==> config.mk <==
export PLATFORM = sky130hd
export DESIGN_NAME = ntt_stream_ctrl
export DESIGN_NICKNAME = d
export VERILOG_FILES = /design/src/rtl/ntt_stream_ctrl.sv
export SDC_FILE = /design/constraint.sdc
export NUM_CORES = 1
export LEC_CHECK = 0
export ABC_CLOCK_PERIOD_IN_PS = 7500
export CAP_MARGIN = 30
export CELL_PAD_IN_SITES_DETAIL_PLACEMENT = 0
export CELL_PAD_IN_SITES_GLOBAL_PLACEMENT = 2
export CORE_UTILIZATION = 41
export CTS_CLUSTER_DIAMETER = 40
export DETAILED_ROUTE_END_ITERATION = 10
export DONT_BUFFER_PORTS = 1
export PLACE_DENSITY = 0.77
export SYNTH_ARGS = -nofsm -noshare
export SYNTH_HDL_FRONTEND = slang
export SYNTH_SLANG_ARGS = --single-unit
==> constraint.sdc <==
create_clock -name clk -period 7.5 [get_ports clk]
set_input_delay 1.5 -clock clk [delete_from_list [all_inputs] [get_ports clk]]
set_output_delay 1.5 -clock clk [all_outputs]
set_load 0.02 [all_outputs]
==> src/rtl/ntt_stream_ctrl.sv <==
// Streaming valid/ready sequencer around a parallel N-point NTT datapath.
// Optional macro NTT_CTRL_INV_SCALE_EN scales inverse-mode results by N_INV at capture.
//
// state   | meaning
// LOAD    | accept N input beats into the load buffer
// COMPUTE | hold vector/mode on the NTT datapath for PIPE_LAT+1 cycles, capture on last
// UNLOAD  | stream the captured result vector, one coefficient per beat
module ntt_stream_ctrl #(
  parameter int W         = 16,
  parameter int N         = 8,
  parameter int Modulus_Q = 12289,
  parameter int PIPE_LAT  = 3,
  parameter int N_INV     = 10753
) (
  input  logic         clk,
  input  logic         reset,
  input  logic         in_valid,
  output logic         in_ready,
  input  logic [W-1:0] in_data,
  input  logic         in_inv,
  output logic         out_valid,
  input  logic         out_ready,
  output logic [W-1:0] out_data,
  output logic         out_last,
  output logic [W-1:0] ntt_data_o [0:N-1],
  output logic         ntt_inv_o,
  input  logic [W-1:0] ntt_data_i [0:N-1],
  output logic         busy,
  output logic         range_err
);

  localparam int CNT_W = $clog2(N);
  localparam int LAT_W = (PIPE_LAT > 0) ? $clog2(PIPE_LAT + 1) : 1;
  localparam logic [CNT_W-1:0] LAST_IDX = CNT_W'(N - 1);
  localparam logic [LAT_W-1:0] LAT_INIT = LAT_W'(PIPE_LAT);
  localparam logic [31:0]      Q_U      = 32'(Modulus_Q);

  if (N < 2 || N_INV >= Modulus_Q) begin : g_bad_param
    $error("ntt_stream_ctrl: N must be >= 2 and N_INV must be reduced mod Modulus_Q");
  end

  typedef enum logic [1:0] {LOAD, COMPUTE, UNLOAD} state_t;

  state_t             state, state_nxt;
  logic [W-1:0]       load_buf [0:N-1];
  logic [W-1:0]       obuf     [0:N-1];
  logic [W-1:0]       scaled   [0:N-1];
  logic [CNT_W-1:0]   count, idx;
  logic [LAT_W-1:0]   lat_cnt;
  logic               mode_q;
  logic               in_fire, out_fire, load_done, unload_done;

  assign in_fire     = in_valid & in_ready;
  assign out_fire    = out_valid & out_ready;
  assign load_done   = in_fire && (count == LAST_IDX);
  assign unload_done = out_fire && (idx == LAST_IDX);

  always_ff @(posedge clk) begin
    if (reset) state <= LOAD;
    else       state <= state_nxt;
  end

  always_comb begin
    state_nxt = state;
    case (state)
      LOAD:    if (load_done) state_nxt = COMPUTE;
      COMPUTE: if (lat_cnt == '0) state_nxt = UNLOAD;
      UNLOAD:  if (unload_done) state_nxt = LOAD;
      default: state_nxt = LOAD;
    endcase
  end

  always_comb begin
    in_ready  = (state == LOAD);
    out_valid = (state == UNLOAD);
    out_data  = out_valid ? obuf[idx] : '0;
    out_last  = out_valid && (idx == LAST_IDX);
    busy      = !((state == LOAD) && (count == '0));
  end

`ifdef NTT_CTRL_INV_SCALE_EN
  localparam int          PW      = 2 * W;
  localparam logic [PW-1:0] N_INV_P = PW'(N_INV);
  localparam logic [PW-1:0] Q_P     = PW'(Modulus_Q);

  // Reduction stays inside the capture cycle so the frame latency is unchanged.
  always_comb begin
    for (int i = 0; i < N; i++) begin
      scaled[i] = ntt_inv_o ? W'(({{W{1'b0}}, ntt_data_i[i]} * N_INV_P) % Q_P)
                            : ntt_data_i[i];
    end
  end
`else
  always_comb begin
    for (int i = 0; i < N; i++) scaled[i] = ntt_data_i[i];
  end
`endif

  always_ff @(posedge clk) begin
    if (reset) begin
      count     <= '0;
      idx       <= '0;
      lat_cnt   <= '0;
      mode_q    <= 1'b0;
      ntt_inv_o <= 1'b0;
      range_err <= 1'b0;
      for (int i = 0; i < N; i++) begin
        load_buf[i]   <= '0;
        obuf[i]       <= '0;
        ntt_data_o[i] <= '0;
      end
    end else begin
      if (in_fire) begin
        load_buf[count] <= in_data;
        if (count == '0) mode_q <= in_inv;
        if (32'(in_data) >= Q_U) range_err <= 1'b1;
        if (count == LAST_IDX) begin
          // The datapath vector is frozen here so it only changes when a new frame starts.
          count   <= '0;
          lat_cnt <= LAT_INIT;
          for (int i = 0; i < N - 1; i++) ntt_data_o[i] <= load_buf[i];
          ntt_data_o[N-1] <= in_data;
          ntt_inv_o       <= mode_q;
        end else begin
          count <= count + CNT_W'(1);
        end
      end
      if (state == COMPUTE) begin
        if (lat_cnt == '0) begin
          for (int i = 0; i < N; i++) obuf[i] <= scaled[i];
          idx <= '0;
        end else begin
          lat_cnt <= lat_cnt - LAT_W'(1);
        end
      end
      if (out_fire) idx <= (idx == LAST_IDX) ? '0 : idx + CNT_W'(1);
    end
  end

endmodule

; ---- After elaboration in Yosys (flattened, before gate mapping)
; Memories as Yosys holds them, arrays and structs flattened. A register that Yosys moved wholly into a read port is not among the register bits.
; Index checks and enable logic that the tools add are counted.
; Widths: inputs -> output; s select.
[word_totals]
reg_bits = 29
latchBits = 0
ram_bits = 256
romBits = 0
in_bits = 149
out_inout_bits = 150
wordCells = 83
n_memories = 2
[op_classes]
addsub = 3
mul = 0
div = 0
n_lt_le_gt_ge = 1
n_eq_ne = 7
shifts = 0
n_mux = 36
bitwise = 10
reduce_logical = 16
[memory_table]
columns = name, words, width, rd, rd_ports_with_merged_regs, write_ports, line
row1 = load_buf, 8, 16, 7, 7, 8, 45  ; logic [W-1:0] load_buf [0:N-1];
row2 = obuf, 8, 16, 1, 1, 8, 46  ; logic [W-1:0] obuf [0:N-1];
[op_table]
columns = cell, count
row1 = $mux 16, 10
row2 = $mux 3, 8
row3 = $ge 16x14->1 const B, 1
row4 = $reduce_or 16->1, 1
row5 = $mux 2, 7
row6 = $mux 1, 10
row7 = $or 1x1->1, 8
row8 = $reduce_and 2->1, 4
row9 = $add 3x1->3 const B, 2
row10 = $eq 3x3->1 const B, 2
row11 = $pmux 2 s3, 1
row12 = $logic_and 1x1->1, 4
row13 = $logic_not 2->1, 2
row14 = $ne 2x1->1 const B, 2
row15 = $reduce_bool 2->1, 2
row16 = $logic_not 3->1, 1
row17 = $reduce_and 3->1, 1
row18 = $and 1x1->1, 2
row19 = $eq 2x1->1 const B, 1
row20 = $eq 2x2->1 const B, 1
row21 = $ne 2x2->1 const B, 1
row22 = $sub 2x1->2 const B, 1
row23 = $logic_not 1->1, 1

; ---- Logic depth before layout (Yosys ltp)
; Gate-level depths: netlist of the first run.
[depth]
ltp_word = 7
ltp_mapped = 8
mapped_depth_nobuf = 5

; ---- Worst setup path after synthesis of the first run
; Ideal clock, no wire load.
[synth_path]
path_type = input port to flip-flop
start = in reset
end = mem obuf[0][0] (enable)
setup_time_ps = 510
arrival_ps = 5119
t_required_ps = 6990
slack_ps = 1871
path_stages = 3
path_buffers = 2
cell_sequence = clkbuf_1 -> clkbuf_1 -> nand2b_1
[synth_rtl]
columns = element, line
row1 = start: declaration, 16  ; input logic reset,
row2 = end: declaration, 46

; ---- Final worst setup path of the first run
[layout_path]
start = reg state[1]
end = out out_data[4]
[layout_between]
elab_chain_len = 2
[layout_lines]
columns = element, line
row1 = start: declaration, 44  ; state_t state, state_nxt;
row2 = start signal: assignment, 60  ; else state <= state_nxt;
row3 = $eq 2x2->1, 75  ; out_valid = (state == UNLOAD);
row4 = $mux 16, 76  ; out_data = out_valid ? obuf[idx] : '0;
row5 = end: declaration, 23  ; output logic [W-1:0] out_data,
; No other way between the ends.

==> results.py, run 1 <==
metrics = {
    "final_layout": {
        "fill_cells": 3328,
        "multiInputGateArea_um2": 4710,
        "seq_area_um2": 10100,
        "stdcell_area_um2": 17400,
        "drive_above_1_share_pct": 10.5,
        "nets": 1419,
        "area_growth_pct": 14.9,
    },
    "power_and_ir_drop": {
        "leakage_nw": 5.97,
        "peakVddDrop_mv": 0.157,
        "cellPowerDensity_nw_per_um2": 287,
        "finalPower_mw": 5.00,
    },
    "place": {
        "place_congestion": 0.875,
        "portBuffers": 0,
        "hpwlAfterDp_um": 24100,
        "placed_cell_area_um2": 15500,
        "preCtsSetupSlack_ns": 3.81,
    },
    "job": {
        "drv_cap": 0,
    },
    "route": {
        "drt-initial-drc-count": 532,
        "dr.pass1.iters": 6,
        "routedWlPerCell_um": 21.3,
        "wl_um": 38100,
        "vias": 9131,
        "drtAntennaViolNets": 0,
        "drc": 0,
        "vias_per_cell": 5.12,
    },
    "die": {
        "fp-row-count": 70,
        "start_util_pct": 41.5,
        "core-area_um2": 36500,
        "ioPinCount": 299,
        "die_w_um": 194,
        "die_h_um": 194,
        "die-area_um2": 37800,
    },
    "clock_network": {
        "cts_max_level": 2,
        "ctsResizeCount": 0,
        "clk_path_buf_depth": 3,
        "holdBufCountCts": 0,
        "cts_tree": "done",
        "clk_pin_slew_ns": 0.06,
        "worst_skew_pair.late_latency_ns": 0.58,
        "clock_sinks": 384,
        "numCtsBuffers": 54,
        "postCtsSetupRepairBufs": 0,
        "ctsRootBufferMaster": "clkbuf_16",
    },
    "sta": {
        "layout_setup_ws_ns": 3.15,
        "timing.final.crit_period_ns": 4.35,
        "period_share_pct": 58.0,
        "worstMarginPinSlew_ns": 0.942,
        "maxSlewViolCount": 0,
        "relSlewSlack_pct": 37.2,
        "fmax_ghz": 0.230,
        "rsz0062_at_grt": "false",
        "hold_violations": 0,
        "setup_viol": 0,
        "finalSetupTns_ns": 0,
        "fin_hold_ws_ns": 0.448,
        "skew_ns": 0.0141,
    },
    "synth": {
        "synth_edf_count": 240,
        "seq_area_frac_synth_pct": 66.5,
        "yosysWarningCount": 0,
        "netlist.area_leader.share_pct": 47.5,
        "synth_cell_types": 41,
        "async_reset_ff_share_pct": 0,
        "synth_top_cell_by_area": "edfxtp_1",
        "ys_ff_latch": 384,
        "synth_cells": 1285,
        "postSynthAreaPerCell_um2": 11.8,
        "syn_nets": 1439,
        "ys.flop_type": "edfxtp_1",
        "syn-cell-area_um2": 15200,
        "synth.area.top_cells": "edfxtp_1 48%, dfxtp_1 19%, and2_1 8.6%, nand2_1 6.5%, a21oi_1 4.5%",
    },
    "grt": {
        "grt_max_degree": 184,
        "antenna_found_initial": 9,
        "grt-ovfl-total": 0,
        "grt_pass1_vias": 8800,
        "grt_pass1_wl_um": 56300,
        "grt_usage_pct": 20.0,
    },
    "critical_path": {
        "timing.rr.start": "state[0]$_SDFFE_PP0P_",
        "critPathLaunch": "state[1]$_SDFFE_PP0P_",
        "end_kind": "primary output",
        "cp.arrival_ns": 2.85,
        "critPathMaxFanout": 16,
        "required_ns": 6.00,
        "endpoint": "out_data[4]",
        "cp-start-kind": "register",
        "r2r-end": "obuf[6][15]$_SDFFCE_PP0P_",
        "r2r_setup_slack_ns": 4.36,
        "path_class": "reg2out",
        "reg2reg_depth": 3,
    },
    "hold_path": {
        "worst_hold_path_type": "reg2reg",
    },
    "run_status": {
        "outcome": "finished, final reports clean",
    },
}
-- routing by layer --
metal,share of wire (%),up-vias,GRT usage (%),wire (µm)
met5,0.042,-,0,16
met4,2.1,2,6.64,787
met3,7.8,57,6.35,2980
met2,45,264,30.0,17300
met1,45,4417,27.5,17000
li1,-,4391,-,-
-- cell usage after synthesis (all sizes together), types with 2 or more instances --
| master | count |
|---|---|
| mux2i | 67 |
| edfxtp | 240 |
| nor2b | 35 |
| a21oi | 135 |
| dfxtp | 144 |
| ha | 5 |
| clkbuf | 51 |
| nand2b | 2 |
| or4b | 3 |
| inv | 3 |
| nand2 | 263 |
| o22ai | 32 |
| or2 | 23 |
| and2 | 209 |
| nand4bb | 3 |
| a211oi | 3 |
| nor3 | 4 |
| nor2 | 8 |
| nor4 | 7 |
| nand3 | 5 |
| buf | 33 |
-- kinds of logic after synthesis --
family,Yosys count,share of synthesized area (%)
flops,384,66.5
buf+inv,87,2.68
fa+ha+maj,5,0.412
simple gates,568,19.8
compound gates,174,6.14
mux,67,4.42
-- worst max-delay path, stage by stage (launching register included) --
cell and delay [ns]:
dfxtp_1 0.63, nand4bb_1 0.71, o22ai_1 0.63, or2_1 0.31
-- area by class of cell --
| class | instances | area share [%] |
|---|---|---|
| Clock buffer | 63 | 8.32 |
| Inverter | 3 | 0.0646 |
| Antenna cell | 5 | 0.0718 |
| Timing Repair Buffer | 8 | 0.689 |
| Tap cell | 468 | 3.36 |
| Multi-Input combinational cell | 814 | 27.1 |
| Sequential cell | 384 | 57.9 |
| Clock inverter | 39 | 2.50 |
-- how the worst min path moves through the flow --
stage / start / endpoint / slack (ns) / cells after the start
finish: mode_q$_SDFFE_PP0P_ / ntt_inv_o$_SDFFE_PP0P_ / 0.45 / 2
global route: mode_q$_SDFFE_PP0P_ / ntt_inv_o$_SDFFE_PP0P_ / 0.49 / 2
CTS: mode_q$_SDFFE_PP0P_ / ntt_inv_o$_SDFFE_PP0P_ / 0.44 / 2
detailed placement: mode_q$_SDFFE_PP0P_ / ntt_inv_o$_SDFFE_PP0P_ / 0.44 / 2
global placement: mode_q$_SDFFE_PP0P_ / ntt_inv_o$_SDFFE_PP0P_ / 0.43 / 2
floorplan: mode_q$_SDFFE_PP0P_ / ntt_inv_o$_SDFFE_PP0P_ / 0.43 / 2
-- sequential cells by signal, summed over array words and instances (netlist names), named ones only --
name and flops:
state 2, ntt_inv_o 1, mode_q 1, lat_cnt 2
idx 3, count 3, obuf 128, load_buf 112
ntt_data_o 128, range_err 1
-- power by group --
group	internal [mW]	leakage, nW	switching, mW
Sequential	2.30	3.64	0.0244
Combinational	0.0231	1.42	0.0463
Clock	1.62	0.912	0.988
Total	3.94	5.97	1.06
-- placed cells by master, fill, tap and decap left out, drive strengths merged, types with 2 or more instances in the layout --
cell,synthesis,layout
nor4,7,7
clkinvlp,0,5
a211oi,3,3
nand3,5,5
nand2b,2,2
nor2,8,8
dfxtp,144,144
or2,23,23
ha,5,5
clkinv,0,15
nor3,4,4
clkbuf,51,63
nand2,263,263
and2,209,209
mux2i,67,67
a21oi,135,135
inv,3,16
nand4bb,3,3
diode,0,5
nor2b,35,35
bufinv,0,6
or4b,3,3
edfxtp,240,240
buf,33,8
o22ai,32,32
-- metrics by stage --
| stage | std cells | utilization (%) |
|---|---|---|
| floorplan | 1285 | - |
| global placement | 1674 | 42.3 |
| detailed placement | 1677 | 42.5 |
| CTS | 1779 | 47.7 |
| global route | 1783 | 47.7 |
| finish | 1784 | 47.7 |
No activity file was read; power rests on OpenSTA's default activity.
==> run 2, diff against run 1 <==
==> config.mk (replaced) <==
export PLATFORM = sky130hd
export DESIGN_NAME = ntt_stream_ctrl
export DESIGN_NICKNAME = d
export VERILOG_FILES = /design/src/rtl/ntt_stream_ctrl.sv
export SDC_FILE = /design/constraint.sdc
export NUM_CORES = 1
export LEC_CHECK = 0
export ABC_CLOCK_PERIOD_IN_PS = 3500
export CAP_MARGIN = 30
export CELL_PAD_IN_SITES_DETAIL_PLACEMENT = 0
export CELL_PAD_IN_SITES_GLOBAL_PLACEMENT = 2
export CORE_UTILIZATION = 37
export CTS_CLUSTER_DIAMETER = 40
export DETAILED_ROUTE_END_ITERATION = 10
export DONT_BUFFER_PORTS = 1
export PLACE_DENSITY = 0.74
export SYNTH_ARGS = -nofsm -noshare
export SYNTH_HDL_FRONTEND = slang
export SYNTH_SLANG_ARGS = --single-unit
==> constraint.sdc (replaced) <==
create_clock -name clk -period 3.5 [get_ports clk]
set_input_delay 0.7 -clock clk [delete_from_list [all_inputs] [get_ports clk]]
set_output_delay 0.7 -clock clk [all_outputs]
set_load 0.02 [all_outputs]
==> results.py, run 2 (synthesis results as in run 1) <==
metrics = {
    "run_status": {
        "outcome": "finished, final reports clean",
    },
    "die": {
        "core-area_um2": 40100,
        "fp-row-count": 73,
        "ioPinCount": 299,
        "die_h_um": 204,
        "die_w_um": 204,
        "die-area_um2": 41800,
        "start_util_pct": 37.8,
    },
    "power_and_ir_drop": {
        "p_sw_share_pct": 21.2,
        "combPwrFrac_pct": 1.5,
        "finalPower_mw": 10.8,
        "power_frac_seq_pct": 46.0,
        "peakVddDrop_mv": 0.372,
        "switchingPower_mw": 2.29,
        "pwr-share-clk_pct": 52.5,
        "leakage_nw": 6.02,
        "intPower_mw": 8.54,
        "cellPowerDensity_nw_per_um2": 616,
    },
    "sta": {
        "finalSetupTns_ns": 0,
        "skew_ns": 0.0220,
        "worstMarginPinSlew_ns": 0.960,
        "period_share_pct": 93.3,
        "setup_viol": 0,
        "maxSlewViolCount": 0,
        "relSlewSlack_pct": 36.0,
        "timing.final.crit_period_ns": 3.26,
        "fmax_ghz": 0.306,
        "rsz0062_at_grt": "false",
        "hold_violations": 0,
        "layout_setup_ws_ns": 0.236,
    },
    "grt": {
        "grt_pass1_vias": 8942,
        "antenna_found_initial": 5,
        "grt-ovfl-total": 0,
        "grt_max_degree": 184,
        "grt_usage_pct": 19.1,
        "grt_pass1_wl_um": 58400,
    },
    "place": {
        "preCtsSetupSlack_ns": 0.780,
        "place_congestion": 0.846,
        "portBuffers": 0,
        "hpwlAfterDp_um": 25900,
    },
    "final_layout": {
        "fill_cells": 3700,
        "area_growth_pct": 15.9,
        "nets": 1432,
        "layout_commonest_cell": "nand2_1",
        "layout_common_cells": "263 x nand2_1, 240 x edfxtp_1, 209 x and2_1",
        "drive_above_1_share_pct": 11.2,
        "top_regs": "ntt_data_o (128), obuf (128), load_buf (112)",
    },
    "clock_network": {
        "holdBufCountCts": 0,
        "clk_path_buf_depth": 3,
        "worst_skew_pair.late_latency_ns": 0.61,
        "numCtsBuffers": 56,
        "cts_tree": "done",
        "postCtsSetupRepairBufs": 0,
        "clock_sinks": 384,
        "clk_pin_slew_ns": 0.06,
        "ctsResizeCount": 0,
        "cts_max_level": 2,
        "ctsRootBufferMaster": "clkbuf_16",
    },
    "critical_path": {
        "reg2reg_depth": 3,
        "r2r_setup_slack_ns": 0.98,
        "critPathMaxFanout": 16,
        "end_kind": "primary output",
        "r2r-end": "obuf[0][5]$_SDFFCE_PN0P_",
        "cp.arrival_ns": 2.56,
        "required_ns": 2.80,
        "timing.rr.start": "state[0]$_SDFFE_PP0P_",
        "cp-start-kind": "register",
        "path_class": "reg2out",
    },
    "route": {
        "vias_per_cell": 5.00,
        "routedWlPerCell_um": 21.8,
        "dr.pass1.iters": 5,
        "wl_um": 40500,
        "vias": 9257,
        "drt-initial-drc-count": 578,
        "drtAntennaViolNets": 0,
        "drc": 0,
    },
    "hold_path": {
        "worstHoldPathCells": 1,
        "worst_hold_path_type": "in2reg",
        "hold-path-endpoint": "ntt_data_o[70]$_SDFFE_PP0P_",
        "min-delay-start": "reset",
    },
    "job": {
        "drv_cap": 0,
    },
}
run 2: cell count changes in the layout (fill, tap and decap cells not counted), sizes merged:
cell      change
buf          +11
clkbuf        +7
inv           -4
diode         -3
clkinv        -2
clkinvlp      +2
bufinv        +1
run 2: power groups by stage:
stage                     sequential (mW)  clock [mW]  combinational (mW)
final                                4.98        5.68               0.164
after global routing                 4.99        6.00               0.180
after CTS                            4.98        5.82               0.166
after detailed placement             5.07           0               0.165
after global placement               5.07           0               0.163
after floorplan                      5.06           0               0.149
run 2: layer usage:
layer	routed length, µm	track usage, %	vias up
met3	2870	5.44	59
met5	0	0	-
met1	18400	26.3	4519
li1	-	-	4413
met4	866	6.02	0
met2	18300	29.0	266
run 2: how the worst max path moves through the flow:
stage	start	to	slack, ns	cells past startpoint
after global placement	register	out_data[0]	0.81	4
after CTS	register	out_data[0]	0.16	4
after detailed placement	reset	load_buf[0][12]$_SDFFCE_PN0P_	0.78	3
final	state[0]$_SDFFE_PP0P_	out_data[15]	0.24	3
after floorplan	reset	obuf[0][0]$_SDFFCE_PN0P_	0.18	3
after global routing	state[0]$_SDFFE_PP0P_	out_data[2]	0.04	3
run 2: final cells by class:
type	count	area, µm²	area share (%)
Clock inverter	36	444	2.53
Multi-Input combinational cell	814	4710	26.8
Inverter	3	11.3	0.0641
Antenna cell	2	5.00	0.0285
Sequential cell	384	10100	57.4
Clock buffer	70	1470	8.38
Timing Repair Buffer	19	180	1.02
Tap cell	525	657	3.74
run 2: stage by stage:
stage               std cells  utilization, %  instance area, µm²  hold slack (ns)
floorplan                1285               -               15200            0.426
global placement         1745            39.0               15700            0.467
detailed placement       1745            39.0               15700            0.468
CTS                      1851            43.8               17600            0.138
global route             1852            43.8               17600            0.151
finish                   1853            43.8               17600            0.181
run 2: worst max-delay path, stage by stage (launching register included):
cell	delay [ns]
dfxtp_1	0.44
nand4bb_1	0.80
o22ai_1	0.48
or2_2	0.25
